## config.mk

```make
export PLATFORM = sky130hd
export DESIGN_NAME = bram_port_ctrl
export DESIGN_NICKNAME = d
export VERILOG_FILES = /design/src/rtl/bram_port_ctrl_pkg.sv /design/src/rtl/bram_port_ctrl_rsp_fifo.sv /design/src/rtl/bram_port_ctrl.sv
export SDC_FILE = /design/constraint.sdc
export NUM_CORES = 1
export LEC_CHECK = 0
export CAP_MARGIN = 30
export CORE_UTILIZATION = 38
export DETAILED_ROUTE_END_ITERATION = 6
export PLACE_DENSITY_LB_ADDON = 0.15
export SYNTH_ARGS = -nofsm -noshare
export SYNTH_HDL_FRONTEND = slang
export SYNTH_HIERARCHICAL = 1
export SYNTH_SLANG_ARGS = --single-unit
```

## constraint.sdc

```tcl
create_clock -name clk -period 6.8 [get_ports clk]
set_clock_uncertainty 0.1 [all_clocks]
set_input_delay 1.7 -clock clk [delete_from_list [all_inputs] [get_ports clk]]
set_output_delay 1.7 -clock clk [all_outputs]
set_load 0.005 [all_outputs]
```

## src/rtl/bram_port_ctrl_pkg.sv

```systemverilog
// Shared defaults and sizing helpers for the BRAM port controller and its response FIFO.
package bram_port_ctrl_pkg;

    localparam int unsigned DefAddrWidth = 16;
    localparam int unsigned DefDataWidth = 32;
    localparam int unsigned DefRspDepth  = 2;

    // Occupancy counter must represent 0..depth inclusive.
    function automatic int unsigned occ_width(input int unsigned depth);
        return $clog2(depth + 1);
    endfunction

    function automatic int unsigned ptr_width(input int unsigned depth);
        return (depth > 1) ? $clog2(depth) : 1;
    endfunction

endpackage

```

## src/rtl/bram_port_ctrl_rsp_fifo.sv

```systemverilog
// Response buffer for bram_port_ctrl: synchronous FIFO with wrap-modulo-DEPTH pointers
// and an explicit occupancy counter. Storage is not reset.
module bram_rsp_fifo
    import bram_port_ctrl_pkg::*;
#(
    parameter int unsigned DEPTH = DefRspDepth,
    parameter int unsigned WIDTH = DefDataWidth
) (
    input  logic                           clk,
    input  logic                           rst,
    input  logic                           i_push,
    input  logic [WIDTH-1:0]               i_wdata,
    input  logic                           i_pop,
    output logic [WIDTH-1:0]               o_rdata,
    output logic                           o_full,
    output logic                           o_empty,
    output logic [occ_width(DEPTH)-1:0]    o_count
);

    localparam int unsigned CntW = occ_width(DEPTH);
    localparam int unsigned PtrW = ptr_width(DEPTH);

    logic [WIDTH-1:0] r_mem [DEPTH];
    logic [PtrW-1:0]  r_wptr;
    logic [PtrW-1:0]  r_rptr;
    logic [CntW-1:0]  r_count;

    logic             w_do_push;
    logic             w_do_pop;
    logic [PtrW-1:0]  w_wptr_next;
    logic [PtrW-1:0]  w_rptr_next;

    assign o_full  = (r_count == CntW'(DEPTH));
    assign o_empty = (r_count == '0);
    assign o_count = r_count;
    assign o_rdata = r_mem[r_rptr];

    // A push into a full buffer is only legal when the head leaves in the same cycle.
    assign w_do_pop  = i_pop && !o_empty;
    assign w_do_push = i_push && (!o_full || w_do_pop);

    assign w_wptr_next = (r_wptr == PtrW'(DEPTH - 1)) ? '0 : r_wptr + PtrW'(1);
    assign w_rptr_next = (r_rptr == PtrW'(DEPTH - 1)) ? '0 : r_rptr + PtrW'(1);

    always_ff @(posedge clk) begin
        if (rst) begin
            r_wptr  <= '0;
            r_rptr  <= '0;
            r_count <= '0;
        end else begin
            if (w_do_push) begin
                r_wptr <= w_wptr_next;
            end
            if (w_do_pop) begin
                r_rptr <= w_rptr_next;
            end
            case ({w_do_push, w_do_pop})
                2'b10:   r_count <= r_count + CntW'(1);
                2'b01:   r_count <= r_count - CntW'(1);
                default: r_count <= r_count;
            endcase
        end
    end

    always_ff @(posedge clk) begin
        if (w_do_push) begin
            r_mem[r_wptr] <= i_wdata;
        end
    end

endmodule

```

## src/rtl/bram_port_ctrl.sv

```systemverilog
// Request/response front end for a 1-cycle-latency BRAM port. Every accepted request yields
// one in-order response; writes return the word that was overwritten.
module bram_port_ctrl
    import bram_port_ctrl_pkg::*;
#(
    parameter int unsigned ADDR_WIDTH = DefAddrWidth,
    parameter int unsigned DATA_WIDTH = DefDataWidth,
    parameter int unsigned RSP_DEPTH  = DefRspDepth
) (
    input  logic                    clk,
    input  logic                    rst,
    input  logic                    req_valid,
    output logic                    req_ready,
    input  logic [DATA_WIDTH/8-1:0] req_we,
    input  logic [ADDR_WIDTH-1:0]   req_addr,
    input  logic [DATA_WIDTH-1:0]   req_wdata,
    output logic                    rsp_valid,
    input  logic                    rsp_ready,
    output logic [DATA_WIDTH-1:0]   rsp_rdata,
    output logic                    bram_en,
    output logic [DATA_WIDTH/8-1:0] bram_we,
    output logic [ADDR_WIDTH-1:0]   bram_addr,
    output logic [DATA_WIDTH-1:0]   bram_wdata,
    input  logic [DATA_WIDTH-1:0]   bram_rdata
);

    localparam int unsigned CntW = occ_width(RSP_DEPTH);

    logic                  r_inflight;
    logic                  w_accept;
    logic                  w_push;
    logic                  w_pop;
    logic                  w_full;
    logic                  w_empty;
    logic [CntW-1:0]       w_count;
    logic [CntW:0]         w_pending;
    logic [DATA_WIDTH-1:0] w_head;

    assign rsp_valid = !rst && !w_empty;
    assign rsp_rdata = w_head;
    assign w_pop     = rsp_valid && rsp_ready;

    // Slots committed next cycle: buffered + the read in flight, less the one leaving now.
    assign w_pending = (CntW + 1)'(w_count) + (CntW + 1)'(r_inflight) - (CntW + 1)'(w_pop);

    always_comb begin
        req_ready = 1'b0;
        if (rst) begin
            req_ready = 1'b0;
        end else if (w_full) begin
            // A full buffer only frees a slot on a pop with nothing already in flight.
            req_ready = w_pop && !r_inflight;
        end else begin
            req_ready = (w_pending < (CntW + 1)'(RSP_DEPTH));
        end
    end

    assign w_accept   = req_valid && req_ready;
    assign bram_en    = w_accept;
    assign bram_we    = w_accept ? req_we : '0;
    assign bram_addr  = req_addr;
    assign bram_wdata = req_wdata;

    // Read data from the previous accept is valid on bram_rdata now; capture it at this edge.
    assign w_push = r_inflight && !rst;

    always_ff @(posedge clk) begin
        if (rst) begin
            r_inflight <= 1'b0;
        end else begin
            r_inflight <= w_accept;
        end
    end

    bram_rsp_fifo #(
        .DEPTH (RSP_DEPTH),
        .WIDTH (DATA_WIDTH)
    ) u_rsp_fifo (
        .clk     (clk),
        .rst     (rst),
        .i_push  (w_push),
        .i_wdata (bram_rdata),
        .i_pop   (w_pop),
        .o_rdata (w_head),
        .o_full  (w_full),
        .o_empty (w_empty),
        .o_count (w_count)
    );

endmodule
```

# After elaboration in Yosys (flattened, before gate mapping)
# Memory sizes are Yosys's and may differ from the RTL's. A register that Yosys moved wholly into a read port is not among the register bits.
# Cells that the tools add are included.
# W data, S select, Z words.
dict set report totals {
  ff_bits 5
  ramBits 64
  in_bits 88
  out_inout_bits 87
  elab_cells 39
  memories 1
}
# memory depth word_bits read_ports rd_clocked_by_memory_dff wr line
set memory_table {}
lappend memory_table {u_rsp_fifo.r_mem 2 32 1 1 1 bram_port_ctrl_rsp_fifo.sv:23} ;# logic [WIDTH-1:0] r_mem [DEPTH];
dict set report op_classes {
  n_addsub 6
  magnitude_cmp 1
  eq_ne 3
  muxes 10
  n_reduce_logical 14
}
# operator count
set ops {}
lappend ops {{$mux W1} 8}
lappend ops {{$logic_and A1 B1 Y1} 7}
lappend ops {{$eq A2 B2 Y1 const B} 2}
lappend ops {{$logic_not A1 Y1} 4}
lappend ops {{$mux W4} 1}
lappend ops {{$pmux W2 S2} 1}
lappend ops {{$add A2 B1 Y3} 1}
lappend ops {{$lt A3 B2 Y1 const B} 1}
lappend ops {{$sub A3 B1 Y3} 1}
lappend ops {{$add A1 B1 Y1 const B} 2}
lappend ops {{$add A2 B1 Y2 const B} 1}
lappend ops {{$eq A2 B1 Y1 const B} 1}
lappend ops {{$logic_not A2 Y1} 1}
lappend ops {{$reduce_bool A2 Y1} 1}
lappend ops {{$sub A2 B1 Y2 const B} 1}
lappend ops {{$logic_or A1 B1 Y1} 1}

# Longest topological paths before layout
# Gate-level depths: netlist of the first run.
dict set report depth {
  word_depth 10
  depth_mapped 8
  depth_no_buf 8
}

# Hierarchy
# Netlist of the first run, hierarchy kept.
# mod n_inst cells_per_inst area_each_um2 seq_area_each_um2
set by_module_without_submodules {}
lappend by_module_without_submodules {bram_rsp_fifo 1 130 2567.5 2021.9}
lappend by_module_without_submodules {bram_port_ctrl 1 70 576.8 20.0}

# Worst setup path after synthesis of the first run
# No wires, ideal clock.
dict set report synth_timing {
  path_kind {input to output}
  from {input port rst}
  to {output port bram_we[0]}
  arrival_ns 3.370
  required_time_ns 5.000
  slack_ns 1.630
  cell_stages 7
  n_path_buf 0
  cell_sequence {nor3b_2 -> and2b_1 -> o21ai_1 -> fa_1 -> xnor2_2 -> a31oi_4 -> nor3b_2}
}
dict set report synth_via {
  elab_chain_cells 9
}
# element line
set synth_rtl {}
lappend synth_rtl {{start, declared} bram_port_ctrl.sv:11} ;# input logic rst,
lappend synth_rtl {{$logic_not A1 Y1} bram_port_ctrl.sv:39} ;# assign rsp_valid = !rst && !w_empty;
lappend synth_rtl {{$logic_and A1 B1 Y1} bram_port_ctrl.sv:39}
lappend synth_rtl {{$logic_and A1 B1 Y1} bram_port_ctrl.sv:41} ;# assign w_pop = rsp_valid && rsp_ready;
lappend synth_rtl {{$sub A3 B1 Y3} bram_port_ctrl.sv:44} ;# assign w_pending = (CntW + 1)'(w_count) + (CntW + 1)'(r_inflight) - (CntW + 1)'(w_pop);
lappend synth_rtl {{$lt A3 B2 Y1} bram_port_ctrl.sv:54} ;# req_ready = (w_pending < (CntW + 1)'(RSP_DEPTH));
lappend synth_rtl {{$mux W1} bram_port_ctrl.sv:50} ;# end else if (w_full) begin
lappend synth_rtl {{$mux W1 (*)} bram_port_ctrl.sv:48} ;# if (rst) begin
lappend synth_rtl {{$logic_and A1 B1 Y1 (*)} bram_port_ctrl.sv:58} ;# assign w_accept = req_valid && req_ready;
lappend synth_rtl {{$mux W4 (*)} bram_port_ctrl.sv:60} ;# assign bram_we = w_accept ? req_we : '0;
lappend synth_rtl {{end, declared} bram_port_ctrl.sv:21} ;# output logic [DATA_WIDTH/8-1:0] bram_we,
# Mark *: on every way between the ends. The rest lies on a longest branch, timed or not.

# Final worst setup path of the first run
dict set report layout_timing {
  from {input port rst}
  to {output port bram_we[3]}
}
dict set report layout_via {
  elab_chain_cells 9
}
# element line
set layout_rtl {}
lappend layout_rtl {{$logic_not A1 Y1 (*)} bram_port_ctrl.sv:39}
lappend layout_rtl {{$logic_and A1 B1 Y1 (*)} bram_port_ctrl.sv:39}
lappend layout_rtl {{$logic_and A1 B1 Y1 (*)} bram_port_ctrl.sv:41}
lappend layout_rtl {{named net w_pop} bram_port_ctrl.sv:32} ;# logic w_pop;
lappend layout_rtl {{$sub A3 B1 Y3} bram_port_ctrl.sv:44}
lappend layout_rtl {{$lt A3 B2 Y1} bram_port_ctrl.sv:54}
lappend layout_rtl {{$mux W1 (*)} bram_port_ctrl.sv:50}
lappend layout_rtl {{$mux W1 (*)} bram_port_ctrl.sv:48}
lappend layout_rtl {{$logic_and A1 B1 Y1 (*)} bram_port_ctrl.sv:58}
lappend layout_rtl {{$mux W4 (*)} bram_port_ctrl.sv:60}
# The timed path passes the listed nets; every way through them passes the cells marked *.

==> flow_metrics.tcl, run 1 <==
set metrics [dict create \
    grt_setup_unrepaired "no" \
    yosysSeqAreaShare 0.649 \
    syn_to_final_growth_pct 26.0 \
    r2r_start "u_rsp_fifo/o_count[1]" \
    tightest_slew_ns 0.559 \
    postRouteAntennaNets 0 \
    synth_edf_count 64 \
    cts_root_buf "clkbuf_8" \
    path_clk_slew_ns 0.07 \
    ys_ff_latch 70 \
    grt_pass1_vias 1661 \
    finalCriticalPeriod_ns 5.99 \
    synth_warnings 6 \
    cts_setup_buffers 0 \
    num_rows 32 \
    finalHoldViolCount 0 \
    ys_types 30 \
    min_path_cells 2 \
    startpoint_type "primary input" \
    cts.hold.buffers_added 0 \
    num_vias 1642 \
    worstSetupStartpoint "rst" \
    cpLargestDelayFamily "buffers and inverters" \
    placed_area_sq_um 3740 \
    pin_count 175 \
    ys_top_cells_by_area "edfxtp_1 61%, buf_4 11%, mux2_2 11%" \
    crit_buf_inv 2 \
    final_common_cell "clkdlybuf4s50_1" \
    netlist.area_leader.share 0.611 \
    path_cells "clkdlybuf4s50_1, nor3b_2, and2b_1, o21ai_1, fa_1, xnor2_2, a31oi_4, nor3b_2, clkdlybuf4s50_1" \
    maxSlewViolCount 0 \
    hpwlAfterDp_mm 4.80 \
    antenna_cells 0 \
    holdCritStartpoint "u_rsp_fifo/r_rptr" \
    synth_top_area_cell "edfxtp_1" \
    htreeDepth 3 \
    cp.depth 9 \
    finalSetupTns_ns 0 \
    die_height_microns 93.0 \
    yosys.area_share.xor_xnor 0.0107 \
    post_cts_resized 0 \
    wirelength_mm 6.42 \
    drive_gt1_frac 0.255 \
    worst_setup_path_end_kind "primary output" \
    netlist_instances 200 \
    port_buffers 78 \
    cts_buffers 9 \
    routabilityCongestion 0.790 \
    grt_pass1_wl_mm 9.47 \
    rr_endpoint "r_inflight" \
    endpoint "bram_we[3]" \
    syn_nets 289 \
    synth_ff_type "edfxtp_1" \
    synth-simple-area-share 0.0589 \
    crit_path_max_incr_delay_ns 0.52 \
    critical_path.slowest_cell "clkdlybuf4s50_1" \
    fin_crit_sh 0.881 \
    start_util 0.401 \
    synth_top_family_by_area "buffers and inverters" \
    ir_worst_vdd_v 0.000100 \
    finalSetupViolations 0 \
    relSlewSlack 0.626 \
    final_cell_mix "78 x clkdlybuf4s50_1, 64 x edfxtp_1, 30 x mux2_2" \
    firstDrtPassIters 2 \
    viasPerCell 4.70 \
    synthAdderAreaFrac 0.00637 \
    required_ns 5.00 \
    synthesis.area_sq_um 3140 \
    die_area_sq_um 8640 \
    coreArea_sq_um 7850 \
    power_density_nw_per_um2 232 \
    synth_compound_area_frac 0.0215 \
    critPathMaxFanout 6 \
    grt_max_degree 28 \
    finalNetCount 331 \
    die_w_microns 93.0 \
    wl_per_cell_microns 18.4 \
    grt.total_usage 0.155 \
    final_area_sq_um 3960 \
    hold_class "flip-flop to flip-flop" \
    cts_tree "built" \
    clockBufferDepth 2 \
    worst_skew_pair.late_latency_ns 0.34 \
    fmax_ghz 0.167 \
    drc_errors 0 \
    cap_violations 0 \
    gr-total-overflow 0 \
    crit_type "primary input to primary output" \
    status "finished clean" \
    rrSetupSlack_ns 4.42 \
    arrival_ns 4.19 \
    syn_avg_cell_area_sq_um 15.7 \
    reg2reg_depth 8 \
    cts_num_sinks 70 \
    leakagePower_nw 1.32 \
    async_flop_share 0 \
    antenna_found_initial 0 \
    initialDrtViolationCount 24 \
    synthMuxAreaShare 0.123 \
]
## per-layer routing
layer / global-route usage / share of wire / vias to the layer above
met5: 0 / 0 / -
met4: 0.0833 / 0.032 / 0
met3: 0.0796 / 0.11 / 21
met2: 0.269 / 0.54 / 95
met1: 0.147 / 0.32 / 766
li1: - / - / 760
## worst min-delay path by stage
stage                              endpoint
after CTS                 u_rsp_fifo/r_rptr
after detailed placement  u_rsp_fifo/r_rptr
after global routing      u_rsp_fifo/r_rptr
after global placement    u_rsp_fifo/r_rptr
after floorplan                   flip-flop
final                     u_rsp_fifo/r_rptr
## sequential cells by signal, summed over array words and instances (netlist names), named ones only
| name | flops |
|---|---|
| u_rsp_fifo/o_count | 2 |
| r_inflight | 1 |
| u_rsp_fifo/r_wptr | 1 |
| u_rsp_fifo/r_mem | 64 |
| u_rsp_fifo/r_rptr | 1 |
## cells in the mapped netlist (2+ instances only)
cell type and number:
nand2b_1 2, mux2_2 30, xor2_1 2, buf_4 48, a21oi_1 4, dfxtp_1 6, nor3b_2 5, nor2_1 11
nor2b_1 3, buf_6 3, edfxtp_1 64, mux2_1 2, inv_1 3
## through the flow
stage / hold WS (ns) / cells / util / setup slack (ns) / total power, mW
6_report: 0.422 / 349 / 0.505 / 0.809 / 0.919
5_1_grt: 0.450 / 349 / 0.505 / 0.683 / 0.955
4_1_cts: 0.427 / 349 / 0.505 / 0.796 / 0.929
3_5_place_dp: 0.401 / 333 / 0.476 / 0.816 / 0.565
3_3_place_gp: 0.393 / 331 / 0.470 / 0.834 / 0.562
2_1_floorplan: 0.372 / 200 / - / 1.63 / 0.537
## final cells by class
cell class / count / area, sq um
clock buffer: 9 / 124
clock inverter: 7 / 98.8
fill: 699 / 3890
inverter: 3 / 11.3
multi-input combinational: 75 / 707
sequential: 70 / 2040
tap: 102 / 128
timing repair buffer: 83 / 851
## report_power, final
group / switching, mW / total (mW) / internal [mW]
Combinational: 0.0246 / 0.0714 / 0.0467
Sequential: 0.00332 / 0.483 / 0.479
Clock: 0.157 / 0.365 / 0.207
Total: 0.185 / 0.919 / 0.734
## kinds of logic (layout without fill, tap and decap cells)
kind of cell | after synthesis | count (layout)
AO/OA/AOI/OAI | 9 | 9
XOR/XNOR | 3 | 3
adder cells (fa/ha/maj) | 1 | 1
buffers and inverters | 55 | 102
flip-flops | 70 | 70
multiplexers | 34 | 34
AND/OR/NAND/NOR | 28 | 28
## worst register-to-register path: stages, from the launching register on
cell     delay [ns]
dfxtp_1        0.57
nor2_1         0.15
nor3b_2        0.20
and2b_1        0.19
o21ai_1        0.10
fa_1           0.41
xnor2_2        0.18
a31oi_4        0.31
nor2_1         0.06
Power figures use the tool's default switching activity.
==> run 2: changes to the inputs <==
CORE_ASPECT_RATIO = 1.25   (was default)
CTS_CLUSTER_SIZE = 8   (was default)
==> flow_metrics.tcl, run 2 (synthesis results as in run 1) <==
set metrics [dict create \
    antenna_cells 0 \
    maxSlewViolCount 0 \
    r2r_start "u_rsp_fifo/o_count[1]" \
    holdCritStartpoint "u_rsp_fifo/r_rptr" \
    intPower_mw 0.730 \
    cts_tree "built" \
    combPwrFrac 0.077 \
    final_cells 339 \
    gr-total-overflow 0 \
    dp.cells 324 \
    seq_power_share 0.530 \
    min_path_cells 2 \
    final_cell_mix "78 x clkdlybuf4s50_1, 64 x edfxtp_1, 30 x mux2_2" \
    cap_violations 0 \
    finalSetupTns_ns 0 \
    net-switching-power_mw 0.181 \
    grt_pass1_vias 1712 \
    post-route-util 0.496 \
    grt_pass1_wl_mm 8.92 \
    drc_errors 0 \
    finalHoldViolCount 0 \
    wirelength_mm 5.72 \
    die_w_microns 83.4 \
    viasPerCell 4.89 \
    tightest_slew_ns 0.826 \
    firstDrtPassIters 3 \
    num_vias 1659 \
    antenna_found_initial 0 \
    pin_count 175 \
    num_rows 36 \
    cts_num_sinks 70 \
    ir_worst_vdd_v 0.000135 \
    cts_buffers 9 \
    grt_setup_unrepaired "no" \
    required_ns 5.00 \
    worst_skew_pair.late_latency_ns 0.33 \
    start_util 0.397 \
    path_clk_slew_ns 0.07 \
    cts_root_buf "clkbuf_8" \
    grt.total_usage 0.138 \
    post_cts_resized 0 \
    hpwlAfterDp_mm 3.81 \
    wl_per_cell_microns 16.9 \
    routabilityCongestion 0.692 \
    power_density_nw_per_um2 232 \
    finalSetupViolations 0 \
    finalNetCount 329 \
    port_buffers 78 \
    crit_type "primary input to primary output" \
    pwr-share-clk 0.393 \
    critPathMaxFanout 11 \
    total_power_mw 0.911 \
    worst_setup_path_end_kind "primary output" \
    regMostFlops "u_rsp_fifo/r_mem" \
    rr_endpoint "r_inflight" \
    largest_register_ffs 64 \
    rrSetupSlack_ns 4.40 \
    die_height_microns 104 \
    grt_max_degree 33 \
    fin_crit_sh 0.913 \
    arrival_ns 4.41 \
    relSlewSlack 0.449 \
    switching_share 0.199 \
    reg2reg_depth 8 \
    status "finished clean" \
    leakagePower_nw 1.30 \
    cts.hold.buffers_added 0 \
    syn_to_final_growth_pct 25.1 \
    final_common_cell "clkdlybuf4s50_1" \
    die_area_sq_um 8640 \
    fmax_ghz 0.161 \
    startpoint_type "primary input" \
    finalCriticalPeriod_ns 6.21 \
    drive_gt1_frac 0.246 \
    hold_class "flip-flop to flip-flop" \
    postRouteAntennaNets 0 \
    initialDrtViolationCount 65 \
    cts_setup_buffers 0 \
    min_to "u_rsp_fifo/r_rptr" \
    htreeDepth 3 \
    coreArea_sq_um 7930 \
    clockBufferDepth 2 \
]
## run 2: cell count changes in the layout (fill, tap and decap cells not counted), sizes merged
cell / before / now
clkinv: 4 / 2
clkinvlp: 1 / 2
buf: 5 / 3
## run 2: worst max-delay path, cell delays in order
cell             delay, ns
clkdlybuf4s50_1       0.60
nor3b_2               0.30
and2b_1               0.19
o21ai_1               0.09
fa_1                  0.41
xnor2_2               0.24
a31oi_4               0.16
nor3b_2               0.20
clkdlybuf4s50_1       0.52
## run 2: routing by layer
layer | up-vias | track usage | part of all wire
li1 | 749 | - | -
met4 | 0 | 0.118 | 0.064
met2 | 93 | 0.204 | 0.46
met1 | 776 | 0.152 | 0.38
met3 | 41 | 0.0582 | 0.092
met5 | - | 0 | 0
## run 2: final cells by class
| class | count | area [sq um] |
|---|---|---|
| Fill cell | 695 | 3990 |
| Clock inverter | 6 | 87.6 |
| Timing Repair Buffer | 81 | 843 |
| Inverter | 3 | 11.3 |
| Sequential cell | 70 | 2040 |
| Tap cell | 95 | 119 |
| Multi-Input combinational cell | 75 | 707 |
| Clock buffer | 9 | 124 |
## run 2: power by group through the flow
stage,combinational (mW),sequential (mW),clock [mW]
after floorplan,0.0454,0.492,0
after global placement,0.0679,0.493,0
after detailed placement,0.0711,0.493,0
after CTS,0.0716,0.483,0.368
after global routing,0.0757,0.484,0.389
final,0.0700,0.483,0.358
## run 2: how the worst max path moves through the flow
stage | slack [ns] | endpoint | cells after the start | start
after floorplan | 1.63 | bram_we[0] | 7 | rst
after global placement | 0.58 | bram_we[3] | 9 | rst
after detailed placement | 0.54 | bram_we[2] | 9 | rst
after CTS | 0.55 | bram_we[2] | 9 | rst
after global routing | 0.35 | bram_we[2] | 9 | rst
final | 0.59 | bram_we[2] | 9 | rst
## run 2: per-stage QoR
stage                     cell area [sq um]  worst slack, ns  hold WS, ns
after CTS                              3940            0.545        0.414
after global placement                 3670            0.582        0.400
final                                  3940            0.591        0.413
after floorplan                        3140             1.63        0.372
after detailed placement               3720            0.540        0.395
after global routing                   3940            0.347        0.456
==> run 3: changes to the inputs <==
TNS_END_PERCENT = 50   (was default)
==> results of run 3 <==
No change in the layout: final DEF, timing and power equal those of run 2.
